<file path="src/rtl/xmpl_loongson_pkg.sv">
// Shared types and constants for the xmpl_loongson command transmitter.
package xmpl_loongson_pkg;

    localparam int ADDR_W          = 12;
    localparam int DATA_W          = 32;
    localparam int STATUS_DONE_BIT = 0;

    typedef enum logic [1:0] {
        ST_IDLE,
        ST_ISSUE,
        ST_WAIT,
        ST_RESP
    } state_t;

    typedef struct packed {
        logic [ADDR_W-1:0] addr;
        logic [DATA_W-1:0] data;
    } cmd_t;

    function automatic logic status_done(input logic [DATA_W-1:0] status);
        return status[STATUS_DONE_BIT];
    endfunction

endpackage

</file>
<file path="src/rtl/xmpl_loongson_cmd_tx_if.sv">
// Command, core and response signals of the transmitter, named from the transmitter's side.
interface xmpl_loongson_cmd_tx_if;
    import xmpl_loongson_pkg::*;

    logic              cmd_valid_i;
    logic              cmd_ready_o;
    logic [ADDR_W-1:0] cmd_addr_i;
    logic [DATA_W-1:0] cmd_data_i;
    logic              xmpl_loongson_a_o;
    logic [ADDR_W-1:0] xmpl_loongson_b_o;
    logic [DATA_W-1:0] xmpl_loongson_c_o;
    logic [DATA_W-1:0] xmpl_loongson_status_i;
    logic              rsp_valid_o;
    logic              rsp_ready_i;
    logic [DATA_W-1:0] rsp_status_o;
    logic              rsp_timeout_o;

    modport slave (
        input  cmd_valid_i, cmd_addr_i, cmd_data_i, xmpl_loongson_status_i, rsp_ready_i,
        output cmd_ready_o, xmpl_loongson_a_o, xmpl_loongson_b_o, xmpl_loongson_c_o,
               rsp_valid_o, rsp_status_o, rsp_timeout_o
    );

    modport master (
        output cmd_valid_i, cmd_addr_i, cmd_data_i, xmpl_loongson_status_i, rsp_ready_i,
        input  cmd_ready_o, xmpl_loongson_a_o, xmpl_loongson_b_o, xmpl_loongson_c_o,
               rsp_valid_o, rsp_status_o, rsp_timeout_o
    );

endinterface

</file>
<file path="src/rtl/xmpl_loongson_cmd_fifo.sv">
// Synchronous first-word-fall-through FIFO; head entry is visible on rdata_o while not empty.
module xmpl_loongson_cmd_fifo #(
    parameter int  WIDTH = 44,
    parameter int  DEPTH = 4,
    localparam int PTR_W = $clog2(DEPTH),
    localparam int CNT_W = $clog2(DEPTH + 1)
) (
    input  logic             clk_i,
    input  logic             reset_n_i,
    input  logic             push_i,
    input  logic [WIDTH-1:0] wdata_i,
    input  logic             pop_i,
    output logic [WIDTH-1:0] rdata_o,
    output logic             full_o,
    output logic             empty_o,
    output logic [CNT_W-1:0] count_o
);

    logic [WIDTH-1:0] mem_q [DEPTH];
    logic [PTR_W-1:0] wr_ptr_q;
    logic [PTR_W-1:0] rd_ptr_q;
    logic [CNT_W-1:0] count_q;
    logic             push_ok;
    logic             pop_ok;

    assign full_o  = (count_q == CNT_W'(DEPTH));
    assign empty_o = (count_q == '0);
    assign count_o = count_q;
    assign rdata_o = mem_q[rd_ptr_q];
    assign push_ok = push_i && !full_o;
    assign pop_ok  = pop_i && !empty_o;

    // NOTE: storage is deliberately left out of reset; an entry is only read after it was written,
    // so resetting it would just add reset fan-out to every bit of the array.
    always_ff @(posedge clk_i) begin
        if (push_ok) begin
            mem_q[wr_ptr_q] <= wdata_i;
        end
    end

    // Pointers wrap naturally because DEPTH is a power of two.
    always_ff @(posedge clk_i or negedge reset_n_i) begin
        if (!reset_n_i) begin
            wr_ptr_q <= '0;
            rd_ptr_q <= '0;
            count_q  <= '0;
        end else begin
            if (push_ok) begin
                wr_ptr_q <= wr_ptr_q + 1'b1;
            end
            if (pop_ok) begin
                rd_ptr_q <= rd_ptr_q + 1'b1;
            end
            case ({push_ok, pop_ok})
                2'b10:   count_q <= count_q + 1'b1;
                2'b01:   count_q <= count_q - 1'b1;
                default: count_q <= count_q;
            endcase
        end
    end

endmodule

</file>
<file path="src/rtl/xmpl_loongson_cmd_tx.sv">
// Buffers upstream commands and issues them one at a time to the xmpl_loongson core,
// returning one response per command on completion or timeout.
module xmpl_loongson_cmd_tx
    import xmpl_loongson_pkg::*;
#(
    parameter int FIFO_DEPTH = 4,
    parameter int TIMEOUT    = 255
) (
    input  logic                   clk_i,
    input  logic                   reset_n_i,
    xmpl_loongson_cmd_tx_if.slave  bus
);

    localparam int TIMER_W = $clog2(TIMEOUT + 1);
    localparam int CNT_W   = $clog2(FIFO_DEPTH + 1);

    state_t              state_q;
    logic                a_q;
    logic [ADDR_W-1:0]   b_q;
    logic [DATA_W-1:0]   c_q;
    logic [TIMER_W-1:0]  timer_q;
    logic                rsp_valid_q;
    logic [DATA_W-1:0]   rsp_status_q;
    logic                rsp_timeout_q;

    cmd_t                cmd_in;
    cmd_t                fifo_head;
    logic                fifo_full;
    logic                fifo_empty;
    logic [CNT_W-1:0]    fifo_count;
    logic                push;
    logic                pop;

    assign cmd_in.addr     = bus.cmd_addr_i;
    assign cmd_in.data     = bus.cmd_data_i;
    assign bus.cmd_ready_o = (fifo_count != CNT_W'(FIFO_DEPTH));
    assign push            = bus.cmd_valid_i && !fifo_full;
    assign pop             = (state_q == ST_IDLE) && !fifo_empty;

    xmpl_loongson_cmd_fifo #(
        .WIDTH ($bits(cmd_t)),
        .DEPTH (FIFO_DEPTH)
    ) u_fifo (
        .clk_i     (clk_i),
        .reset_n_i (reset_n_i),
        .push_i    (push),
        .wdata_i   (cmd_in),
        .pop_i     (pop),
        .rdata_o   (fifo_head),
        .full_o    (fifo_full),
        .empty_o   (fifo_empty),
        .count_o   (fifo_count)
    );

    // NOTE: every register here is assigned with <= so all updates see the pre-edge values;
    // mixing in = would make the result depend on statement order.
    always_ff @(posedge clk_i or negedge reset_n_i) begin
        if (!reset_n_i) begin
            state_q       <= ST_IDLE;
            a_q           <= 1'b0;
            b_q           <= '0;
            c_q           <= '0;
            timer_q       <= '0;
            rsp_valid_q   <= 1'b0;
            rsp_status_q  <= '0;
            rsp_timeout_q <= 1'b0;
        end else begin
            a_q <= 1'b0;
            case (state_q)
                ST_IDLE: begin
                    if (!fifo_empty) begin
                        b_q     <= fifo_head.addr;
                        c_q     <= fifo_head.data;
                        a_q     <= 1'b1;
                        state_q <= ST_ISSUE;
                    end
                end
                ST_ISSUE: begin
                    timer_q <= '0;
                    state_q <= ST_WAIT;
                end
                ST_WAIT: begin
                    if (timer_q != {TIMER_W{1'b1}}) begin
                        timer_q <= timer_q + 1'b1;
                    end
                    // Done wins when it arrives on the same cycle the timer expires.
                    if (status_done(bus.xmpl_loongson_status_i)) begin
                        rsp_status_q  <= bus.xmpl_loongson_status_i;
                        rsp_timeout_q <= 1'b0;
                        rsp_valid_q   <= 1'b1;
                        state_q       <= ST_RESP;
                    end else if (timer_q == TIMER_W'(TIMEOUT - 1)) begin
                        rsp_status_q  <= '0;
                        rsp_timeout_q <= 1'b1;
                        rsp_valid_q   <= 1'b1;
                        state_q       <= ST_RESP;
                    end
                end
                ST_RESP: begin
                    if (bus.rsp_ready_i) begin
                        rsp_valid_q <= 1'b0;
                        state_q     <= ST_IDLE;
                    end
                end
                default: state_q <= ST_IDLE;
            endcase
        end
    end

    assign bus.xmpl_loongson_a_o = a_q;
    assign bus.xmpl_loongson_b_o = b_q;
    assign bus.xmpl_loongson_c_o = c_q;
    assign bus.rsp_valid_o       = rsp_valid_q;
    assign bus.rsp_status_o      = rsp_status_q;
    assign bus.rsp_timeout_o     = rsp_timeout_q;

endmodule

</file>
<file path="src/flat_wrapper.sv">
// flat-port wrapper written by rule: the top's interface ports become plain ports
module xmpl_loongson_cmd_tx_flat import xmpl_loongson_pkg::*;
#(
    parameter int FIFO_DEPTH = 4,
    parameter int TIMEOUT    = 255
)
  (clk_i, reset_n_i, bus_cmd_valid_i, bus_cmd_addr_i, bus_cmd_data_i, bus_xmpl_loongson_status_i, bus_rsp_ready_i, bus_cmd_ready_o, bus_xmpl_loongson_a_o, bus_xmpl_loongson_b_o, bus_xmpl_loongson_c_o, bus_rsp_valid_o, bus_rsp_status_o, bus_rsp_timeout_o);
  xmpl_loongson_cmd_tx_if bus_i ();
  input  logic clk_i;
  input  logic reset_n_i;
  input wire logic [$bits(bus_i.cmd_valid_i)-1:0] bus_cmd_valid_i;
  input wire logic [$bits(bus_i.cmd_addr_i)-1:0] bus_cmd_addr_i;
  input wire logic [$bits(bus_i.cmd_data_i)-1:0] bus_cmd_data_i;
  input wire logic [$bits(bus_i.xmpl_loongson_status_i)-1:0] bus_xmpl_loongson_status_i;
  input wire logic [$bits(bus_i.rsp_ready_i)-1:0] bus_rsp_ready_i;
  output wire logic [$bits(bus_i.cmd_ready_o)-1:0] bus_cmd_ready_o;
  output wire logic [$bits(bus_i.xmpl_loongson_a_o)-1:0] bus_xmpl_loongson_a_o;
  output wire logic [$bits(bus_i.xmpl_loongson_b_o)-1:0] bus_xmpl_loongson_b_o;
  output wire logic [$bits(bus_i.xmpl_loongson_c_o)-1:0] bus_xmpl_loongson_c_o;
  output wire logic [$bits(bus_i.rsp_valid_o)-1:0] bus_rsp_valid_o;
  output wire logic [$bits(bus_i.rsp_status_o)-1:0] bus_rsp_status_o;
  output wire logic [$bits(bus_i.rsp_timeout_o)-1:0] bus_rsp_timeout_o;
  assign bus_i.cmd_valid_i = bus_cmd_valid_i;
  assign bus_i.cmd_addr_i = bus_cmd_addr_i;
  assign bus_i.cmd_data_i = bus_cmd_data_i;
  assign bus_i.xmpl_loongson_status_i = bus_xmpl_loongson_status_i;
  assign bus_i.rsp_ready_i = bus_rsp_ready_i;
  assign bus_cmd_ready_o = bus_i.cmd_ready_o;
  assign bus_xmpl_loongson_a_o = bus_i.xmpl_loongson_a_o;
  assign bus_xmpl_loongson_b_o = bus_i.xmpl_loongson_b_o;
  assign bus_xmpl_loongson_c_o = bus_i.xmpl_loongson_c_o;
  assign bus_rsp_valid_o = bus_i.rsp_valid_o;
  assign bus_rsp_status_o = bus_i.rsp_status_o;
  assign bus_rsp_timeout_o = bus_i.rsp_timeout_o;
  xmpl_loongson_cmd_tx #(.FIFO_DEPTH(FIFO_DEPTH), .TIMEOUT(TIMEOUT)) u_core (.clk_i(clk_i), .reset_n_i(reset_n_i), .bus(bus_i));
endmodule
</file>
<file path="config.mk">
export PLATFORM = sky130hd
export DESIGN_NAME = xmpl_loongson_cmd_tx_flat
export DESIGN_NICKNAME = d
export VERILOG_FILES = /design/src/rtl/xmpl_loongson_pkg.sv /design/src/rtl/xmpl_loongson_cmd_tx_if.sv /design/src/rtl/xmpl_loongson_cmd_fifo.sv /design/src/rtl/xmpl_loongson_cmd_tx.sv /design/src/flat_wrapper.sv
export SDC_FILE = /design/constraint.sdc
export NUM_CORES = 1
export LEC_CHECK = 0
export ABC_AREA = 1
export CELL_PAD_IN_SITES_DETAIL_PLACEMENT = 0
export CELL_PAD_IN_SITES_GLOBAL_PLACEMENT = 2
export CORE_MARGIN = 2
export CORE_UTILIZATION = 30
export CTS_CLUSTER_SIZE = 14
export DETAILED_ROUTE_END_ITERATION = 16
export PLACE_DENSITY = 0.79
export SYNTH_ARGS = -nofsm -noshare
export SYNTH_HDL_FRONTEND = slang
export SYNTH_HIERARCHICAL = 1
export SYNTH_SLANG_ARGS = --single-unit
</file>
<file path="constraint.sdc">
create_clock -name clk_i -period 3.7 [get_ports clk_i]
set_clock_uncertainty 0.15 [all_clocks]
set_input_delay 0.555 -clock clk_i [delete_from_list [all_inputs] [get_ports clk_i]]
set_output_delay 0.555 -clock clk_i [all_outputs]
set_load 0.03 [all_outputs]
</file>
==> run_summary.xml, run 1 <==
<?xml version="1.0" encoding="UTF-8"?>
<metrics>
  <group name="timing">
    <metric name="layout_worst_path_cycle_share" unit="">0.6750</metric>
    <metric name="timing.fmax" unit="MHz">400.4</metric>
    <metric name="timing.final.hold_violations" unit="">0</metric>
    <metric name="slew_headroom" unit="">0.3592</metric>
    <metric name="maxSlewViolCount" unit="">0</metric>
    <metric name="min_period" unit="ps">2498</metric>
    <metric name="fin_tns_setup" unit="ps">0</metric>
    <metric name="report.final.setup_viol" unit="">0</metric>
    <metric name="max_slew.worst_pin.slew" unit="ps">959.8</metric>
    <metric name="rsz0062_at_grt" unit="">no</metric>
  </group>
  <group name="power">
    <metric name="share_clk_of_total_power" unit="">0.243</metric>
    <metric name="power-per-cell-area" unit="mW/mm^2">859.7</metric>
    <metric name="power_switching_share" unit="">0.3796</metric>
    <metric name="internal_power" unit="mW">7.568</metric>
    <metric name="p_total" unit="mW">12.20</metric>
    <metric name="leakagePower" unit="nW">6.069</metric>
    <metric name="pwr-share-seq" unit="">0.371</metric>
    <metric name="irDropWorstVdd" unit="mV">0.3764</metric>
    <metric name="net_sw_power" unit="mW">4.630</metric>
    <metric name="comb_power_share" unit="">0.385</metric>
  </group>
  <group name="clock_network">
    <metric name="ctsHtreeMaxLevel" unit="">1</metric>
    <metric name="ctsHoldBuffers" unit="">1</metric>
    <metric name="cts_made_buffers" unit="">30</metric>
    <metric name="clock_tree_from_tritoncts" unit="">built</metric>
    <metric name="worst_skew_pair.late_latency" unit="ps">580</metric>
    <metric name="postCtsSetupRepairBufs" unit="">0</metric>
    <metric name="cts_sinks" unit="">272</metric>
    <metric name="cts.reportedPaths.clkPinSlew" unit="ps">60</metric>
    <metric name="post_cts_repair_resize_count" unit="">0</metric>
    <metric name="cts_root_buffer" unit="">sky130_fd_sc_hd__clkbuf_16</metric>
    <metric name="ctsLongestPathBuffers" unit="">3</metric>
  </group>
  <group name="global_routing">
    <metric name="overflow" unit="">0</metric>
    <metric name="groute.usage.overall" unit="">0.1287</metric>
    <metric name="grt_pass1_vias" unit="">7237</metric>
    <metric name="grt_start_max_net_pins" unit="">115</metric>
    <metric name="grt_antenna_before_repair" unit="">1</metric>
    <metric name="first_pass_grt_wire_length" unit="microns">39270</metric>
  </group>
  <group name="synth">
    <metric name="synth_largest_area_cell" unit="">sky130_fd_sc_hd__edfxtp_1</metric>
    <metric name="register_area_share_after_synthesis" unit="">0.6899</metric>
    <metric name="syn_inst" unit="">1002</metric>
    <metric name="synth.area.top_cells" unit="">sky130_fd_sc_hd__edfxtp_1 47%, sky130_fd_sc_hd__dfrtp_1 22%, sky130_fd_sc_hd__nand2_1 14%</metric>
    <metric name="synth-warning-count" unit="">6</metric>
    <metric name="synthDominantCellAreaShare" unit="">0.4743</metric>
    <metric name="yosysMostFrequentCell" unit="">sky130_fd_sc_hd__nand2_1</metric>
    <metric name="netlist-cell-type-count" unit="">27</metric>
    <metric name="synth_flop_cell" unit="">sky130_fd_sc_hd__edfxtp_1</metric>
    <metric name="syn_avg_cell_area" unit="sq um">11.12</metric>
    <metric name="synthArstFlopShare" unit="">0.3529</metric>
    <metric name="yosys_register_bits" unit="">272</metric>
    <metric name="synth.cells.most_frequent" unit="">407 x sky130_fd_sc_hd__nand2_1, 176 x sky130_fd_sc_hd__edfxtp_1, 122 x sky130_fd_sc_hd__inv_1</metric>
    <metric name="post_synth_instance_area" unit="sq mm">0.01114</metric>
    <metric name="count_of_flip_flops_with_a_built_in_enable_after_synthesis" unit="">176</metric>
    <metric name="postSynthNetCount" unit="">1095</metric>
  </group>
  <group name="drt">
    <metric name="initialDrtViolationCount" unit="">281</metric>
    <metric name="detailroute.via_count" unit="">7172</metric>
    <metric name="drt_first_pass_iters" unit="">4</metric>
    <metric name="drt_wl_total" unit="microns">24760</metric>
    <metric name="drt-wirelength-per-cell" unit="microns">14.99</metric>
    <metric name="via_per_inst" unit="">4.341</metric>
    <metric name="drc" unit="">0</metric>
    <metric name="final_antenna_net_count" unit="">0</metric>
  </group>
  <group name="placed_design">
    <metric name="gp_congestion" unit="">0.7042</metric>
    <metric name="dpl.hpwl" unit="microns">14920</metric>
    <metric name="placement.io_buffers" unit="">159</metric>
    <metric name="placed_area" unit="sq mm">0.01317</metric>
  </group>
  <group name="finish">
    <metric name="multiInputGateArea" unit="sq mm">0.002688</metric>
    <metric name="nets" unit="">1253</metric>
    <metric name="post_route_cells_drive_above_1_share" unit="">0.06171</metric>
    <metric name="postLayoutCellArea" unit="sq mm">0.01419</metric>
    <metric name="register_area" unit="sq mm">0.007689</metric>
    <metric name="fillerInstances" unit="">3606</metric>
    <metric name="area_delta_synth_final" unit="%">27.34</metric>
  </group>
  <group name="critical_path">
    <metric name="crit_path_end_kind" unit="">primary output</metric>
    <metric name="worst_ep_required_time" unit="ps">2990</metric>
    <metric name="path_max_fanout" unit="">3</metric>
    <metric name="setup.worst_path.start_class" unit="">flip-flop</metric>
    <metric name="worstPathArrival" unit="ps">1790</metric>
    <metric name="critical_path_class" unit="">flip-flop to primary output</metric>
  </group>
  <group name="floorplanning">
    <metric name="dieHeight" unit="microns">196.7</metric>
    <metric name="die-area" unit="sq mm">0.03870</metric>
    <metric name="initial_core_utilization" unit="">0.3043</metric>
    <metric name="ios" unit="">160</metric>
    <metric name="coreArea" unit="sq mm">0.03661</metric>
    <metric name="die_width" unit="microns">196.7</metric>
    <metric name="row_count" unit="">70</metric>
  </group>
  <group name="outcome">
    <metric name="run_status" unit="">complete, no violations</metric>
  </group>
  <group name="run">
    <metric name="max_cap_viol_count" unit="">0</metric>
  </group>
  <group name="worst_hold_path">
    <metric name="min_path_type" unit="">flip-flop to flip-flop</metric>
  </group>
</metrics>
-- area by class of cell --
class	instances	share of cell area
clock buffers	41	0.06076
diodes	1	0.0001764
multi-input cells	562	0.1894
well taps	468	0.04127
repair buffers	169	0.1228
clock inverters	14	0.01032
inverters	125	0.03342
flip-flops and latches	272	0.5419
-- cell families after synthesis --
family / synth area share
and+or+nand+nor: 0.1558
DFF: 0.6899
buffers and inverters: 0.07153
AOI/OAI and AO/OA: 0.06592
adders and majority gates: 0.01527
xor gates and xnor gates: 0.001572
-- worst max-delay path: stages, from the launching register on --
cell and delay (ps):
sky130_fd_sc_hd__dfrtp_1 390, sky130_fd_sc_hd__nor2_1 60, sky130_fd_sc_hd__nand2_1 100, sky130_fd_sc_hd__clkdlybuf4s50_1 710
-- sequential cells by signal, indices dropped and copies added, names as in the netlist --
signal / count
u_core/timer_q: 8
u_core/bus.rsp_timeout_o: 1
u_core/bus.rsp_valid_o: 1
u_core/bus.xmpl_loongson_b_o: 12
u_core/u_fifo/wr_ptr_q: 2
u_core/bus.rsp_status_o: 32
u_core/bus.xmpl_loongson_a_o: 1
u_core/bus.xmpl_loongson_c_o: 32
u_core/u_fifo/rd_ptr_q: 2
u_core/state_q: 2
u_core/u_fifo/mem_q: 176
u_core/u_fifo/count_o: 3
-- routing by layer --
layer	GRT usage	vias to the layer above	wire length, microns
met5	0	-	0
met2	0.2230	167	11580
met1	0.1655	3370	11190
met3	0.03114	27	1623
met4	0.02367	0	365
li1	-	3608	-
-- stage by stage --
| stage | std cells | setup WS (ps) | hold slack (ps) | util |
|---|---|---|---|---|
| 5_1_grt | 1651 | 957.3 | 334.6 | 0.3875 |
| 2_1_floorplan | 1002 | 313.2 | 109.4 | - |
| 3_5_place_dp | 1595 | 890.8 | 309.1 | 0.3597 |
| 3_3_place_gp | 1595 | 950.3 | 301.6 | 0.3597 |
| 4_1_cts | 1651 | 1174 | 322.9 | 0.3875 |
| 6_report | 1652 | 1202 | 319.9 | 0.3876 |
-- power groups by stage --
stage	Combinational [mW]	Sequential, mW	Clock (mW)
after floorplan	2.36	5.37	0
after global placement	4.74	4.58	0
after detailed placement	4.79	4.60	0
after CTS	4.81	4.55	3.07
after global routing	5.26	4.63	3.18
final	4.70	4.53	2.97
-- cell usage in the layout, fill, tap and decap left out, drive strengths merged, types with 2 or more instances in the layout --
cell,instances
o211ai,88
bufinv,2
or2,2
o21ai,7
nand2,410
dfrtp,96
nor2,14
nand3,19
buf,10
ha,12
clkbuf,41
a21oi,4
clkinv,11
inv,125
clkdlybuf4s50,158
edfxtp,176
-- path summary, 6_finish.rpt --
kind	startpoint	end	slack, ps	cells past startpoint
max	u_core/u_fifo/count_o[0]	bus_cmd_ready_o	1200	3
min	u_core/bus.xmpl_loongson_c_o[8]	u_core/bus.xmpl_loongson_c_o[8]	320	2
max reg2reg	u_core/u_fifo/count_o[0]	u_core/u_fifo/count_o[2]	1270	12
min reg2reg	u_core/bus.xmpl_loongson_c_o[8]	u_core/bus.xmpl_loongson_c_o[8]	320	2
max in group asynchronous	reset_n_i	u_core/bus.rsp_status_o[17]	2200	3
min in group asynchronous	reset_n_i	u_core/bus.xmpl_loongson_b_o[6]	430	2
Note: power is estimated with default switching activity, not from simulation.
==> run 2: changes to the inputs <==
- PLACE_DENSITY: 0.79 -> 0.81
- clock period: 3.7 -> 2.17 ns (I/O delays scaled with it)
==> run_summary.xml, run 2 (synthesized netlist as in run 1, its figures left out) <==
<?xml version="1.0" encoding="UTF-8"?>
<metrics>
  <group name="timing">
    <metric name="maxSlewViolCount" unit="">0</metric>
    <metric name="timing.fmax" unit="MHz">475.3</metric>
    <metric name="layout_setup_ws" unit="ps">66.23</metric>
    <metric name="final.hold.worst_slack" unit="ps">116.6</metric>
    <metric name="timing.final.hold_violations" unit="">0</metric>
    <metric name="max_slew.worst_pin.slew" unit="ps">595.2</metric>
    <metric name="report.final.setup_viol" unit="">0</metric>
    <metric name="layout_worst_path_cycle_share" unit="">0.9695</metric>
    <metric name="slew_headroom" unit="">0.6032</metric>
    <metric name="min_period" unit="ps">2104</metric>
  </group>
  <group name="drt">
    <metric name="drt_wl_total" unit="microns">24960</metric>
    <metric name="drt-wirelength-per-cell" unit="microns">14.88</metric>
    <metric name="detailroute.via_count" unit="">7269</metric>
    <metric name="drt_first_pass_iters" unit="">4</metric>
    <metric name="final_antenna_net_count" unit="">0</metric>
    <metric name="drc" unit="">0</metric>
    <metric name="initialDrtViolationCount" unit="">362</metric>
    <metric name="via_per_inst" unit="">4.335</metric>
  </group>
  <group name="clock_network">
    <metric name="cts.reportedPaths.clkPinSlew" unit="ps">60</metric>
    <metric name="clock_tree_from_tritoncts" unit="">built</metric>
    <metric name="ctsHtreeMaxLevel" unit="">1</metric>
    <metric name="cts_sinks" unit="">272</metric>
    <metric name="ctsLongestPathBuffers" unit="">3</metric>
    <metric name="worst_skew_pair.late_latency" unit="ps">570</metric>
    <metric name="cts_root_buffer" unit="">sky130_fd_sc_hd__clkbuf_16</metric>
    <metric name="cts_made_buffers" unit="">30</metric>
  </group>
  <group name="finish">
    <metric name="ant_cells" unit="">0</metric>
    <metric name="area_delta_synth_final" unit="%">31.11</metric>
    <metric name="fillerInstances" unit="">3537</metric>
    <metric name="top_library_cells_by_usage_in_the_layout_fill_and_taps_aside" unit="">404 x sky130_fd_sc_hd__nand2_1, 176 x sky130_fd_sc_hd__edfxtp_1, 152 x sky130_fd_sc_hd__clkdlybuf4s50_1</metric>
    <metric name="max_flop_register" unit="">u_core/u_fifo/mem_q</metric>
    <metric name="number_of_flip_flops_in_the_largest_register" unit="">176</metric>
    <metric name="nets" unit="">1279</metric>
    <metric name="layout.cells.most_common" unit="">sky130_fd_sc_hd__nand2_1</metric>
    <metric name="post_route_cells_drive_above_1_share" unit="">0.09677</metric>
    <metric name="post_layout_nonfiller_instances" unit="">1677</metric>
  </group>
  <group name="critical_path">
    <metric name="cpLargestDelayFamily" unit="">buffers and inverters</metric>
    <metric name="critPathMaxStageDelay" unit="ps">730</metric>
    <metric name="worstPathArrival" unit="ps">1630</metric>
    <metric name="crit_path_end_kind" unit="">primary output</metric>
    <metric name="path_max_fanout" unit="">2</metric>
    <metric name="path_cells" unit="">clkdlybuf4s50_1</metric>
    <metric name="worst_ep_required_time" unit="ps">1690</metric>
    <metric name="setup.worst_path.start_class" unit="">flip-flop</metric>
    <metric name="critical_path_class" unit="">flip-flop to primary output</metric>
    <metric name="slowest_stage" unit="">sky130_fd_sc_hd__clkdlybuf4s50_1</metric>
    <metric name="critPathBufInv" unit="">1</metric>
  </group>
  <group name="worst_hold_path">
    <metric name="min_path_type" unit="">primary input to asynchronous set/reset pin</metric>
  </group>
  <group name="placed_design">
    <metric name="dpl.hpwl" unit="microns">16600</metric>
    <metric name="placed_cells_incl_taps" unit="">1616</metric>
    <metric name="gp_congestion" unit="">0.7475</metric>
    <metric name="place_ws" unit="ps">-8.872</metric>
    <metric name="placement.io_buffers" unit="">159</metric>
  </group>
  <group name="global_routing">
    <metric name="first_pass_grt_wire_length" unit="microns">39390</metric>
    <metric name="grt_start_max_net_pins" unit="">55</metric>
    <metric name="overflow" unit="">0</metric>
    <metric name="grt_pass1_vias" unit="">7156</metric>
    <metric name="groute.usage.overall" unit="">0.1295</metric>
    <metric name="grt_antenna_before_repair" unit="">1</metric>
  </group>
  <group name="floorplanning">
    <metric name="die-area" unit="sq mm">0.03870</metric>
    <metric name="row_count" unit="">70</metric>
    <metric name="dieHeight" unit="microns">196.7</metric>
    <metric name="ios" unit="">160</metric>
    <metric name="coreArea" unit="sq mm">0.03661</metric>
    <metric name="initial_core_utilization" unit="">0.3043</metric>
    <metric name="die_width" unit="microns">196.7</metric>
  </group>
  <group name="outcome">
    <metric name="run_status" unit="">complete, no violations</metric>
  </group>
  <group name="power">
    <metric name="power-per-cell-area" unit="mW/mm^2">1479</metric>
    <metric name="leakagePower" unit="nW">6.307</metric>
    <metric name="irDropWorstVdd" unit="mV">0.7824</metric>
  </group>
  <group name="run">
    <metric name="max_cap_viol_count" unit="">0</metric>
  </group>
</metrics>
[run 2: timing repair]
| item | CTS | global route |
|---|---|---|
| hold buffers | 1 | 0 |
| endpoints found under the setup margin | 1 | 8 |
| resized for setup | 1 | 13 |
| buffers inserted | 0 | 5 |
| hold endpoints to repair | 72 | 0 |
| pin swaps | 0 | 3 |
[run 2: where the power goes]
group	leakage (nW)	switching [mW]	internal (mW)
sequential	2.81	0.605	7.11
combinational	2.99	5.38	3.23
clock	0.505	2.09	3.19
[run 2: through the flow]
step                area [sq um]    util  TNS, ps  total power [mW]
floorplan                  11220       -   -580.3             13.28
global placement           13490  0.3684        0             16.37
detailed placement         13490  0.3684   -8.872             16.47
CTS                        14540  0.3971        0             21.84
global route               14610  0.3990   -5.515             23.06
finish                     14610  0.3990        0             21.61
[run 2: path summary, 6_finish.rpt]
check | depth (start not counted) | startpoint | slack (ps) | endpoint
worst max-delay path | 1 | u_core/bus.xmpl_loongson_c_o[9] | 70 | bus_xmpl_loongson_c_o[9]
worst min-delay path | 2 | reset_n_i | 120 | u_core/bus.rsp_status_o[24]
worst max register to register | 13 | u_core/state_q[0] | 160 | u_core/u_fifo/count_o[2]
worst min register to register | 2 | u_core/bus.xmpl_loongson_c_o[17] | 310 | u_core/bus.xmpl_loongson_c_o[17]
max in group asynchronous | 3 | reset_n_i | 1150 | u_core/u_fifo/rd_ptr_q[1]
min in group clk_i | 3 | bus_xmpl_loongson_status_i[26] | 160 | u_core/bus.rsp_status_o[26]
[run 2: per-layer routing]
metal	up-vias	track usage	part of all wire
met2	181	0.2121	0.45
met5	-	0	0.00052
met1	3390	0.1755	0.47
met3	43	0.02635	0.053
li1	3653	-	-
met4	2	0.03537	0.024
[run 2: final cells by class]
type	count	area (sq um)	share of cell area
Multi-Input combinational cell	562	2743	0.1878
Clock inverter	19	259.0	0.01773
Clock buffer	36	783.3	0.05362
Sequential cell	272	7689	0.5263
Tap cell	468	585.6	0.04009
Inverter	125	471.7	0.03229
Timing Repair Buffer	195	2077	0.1422
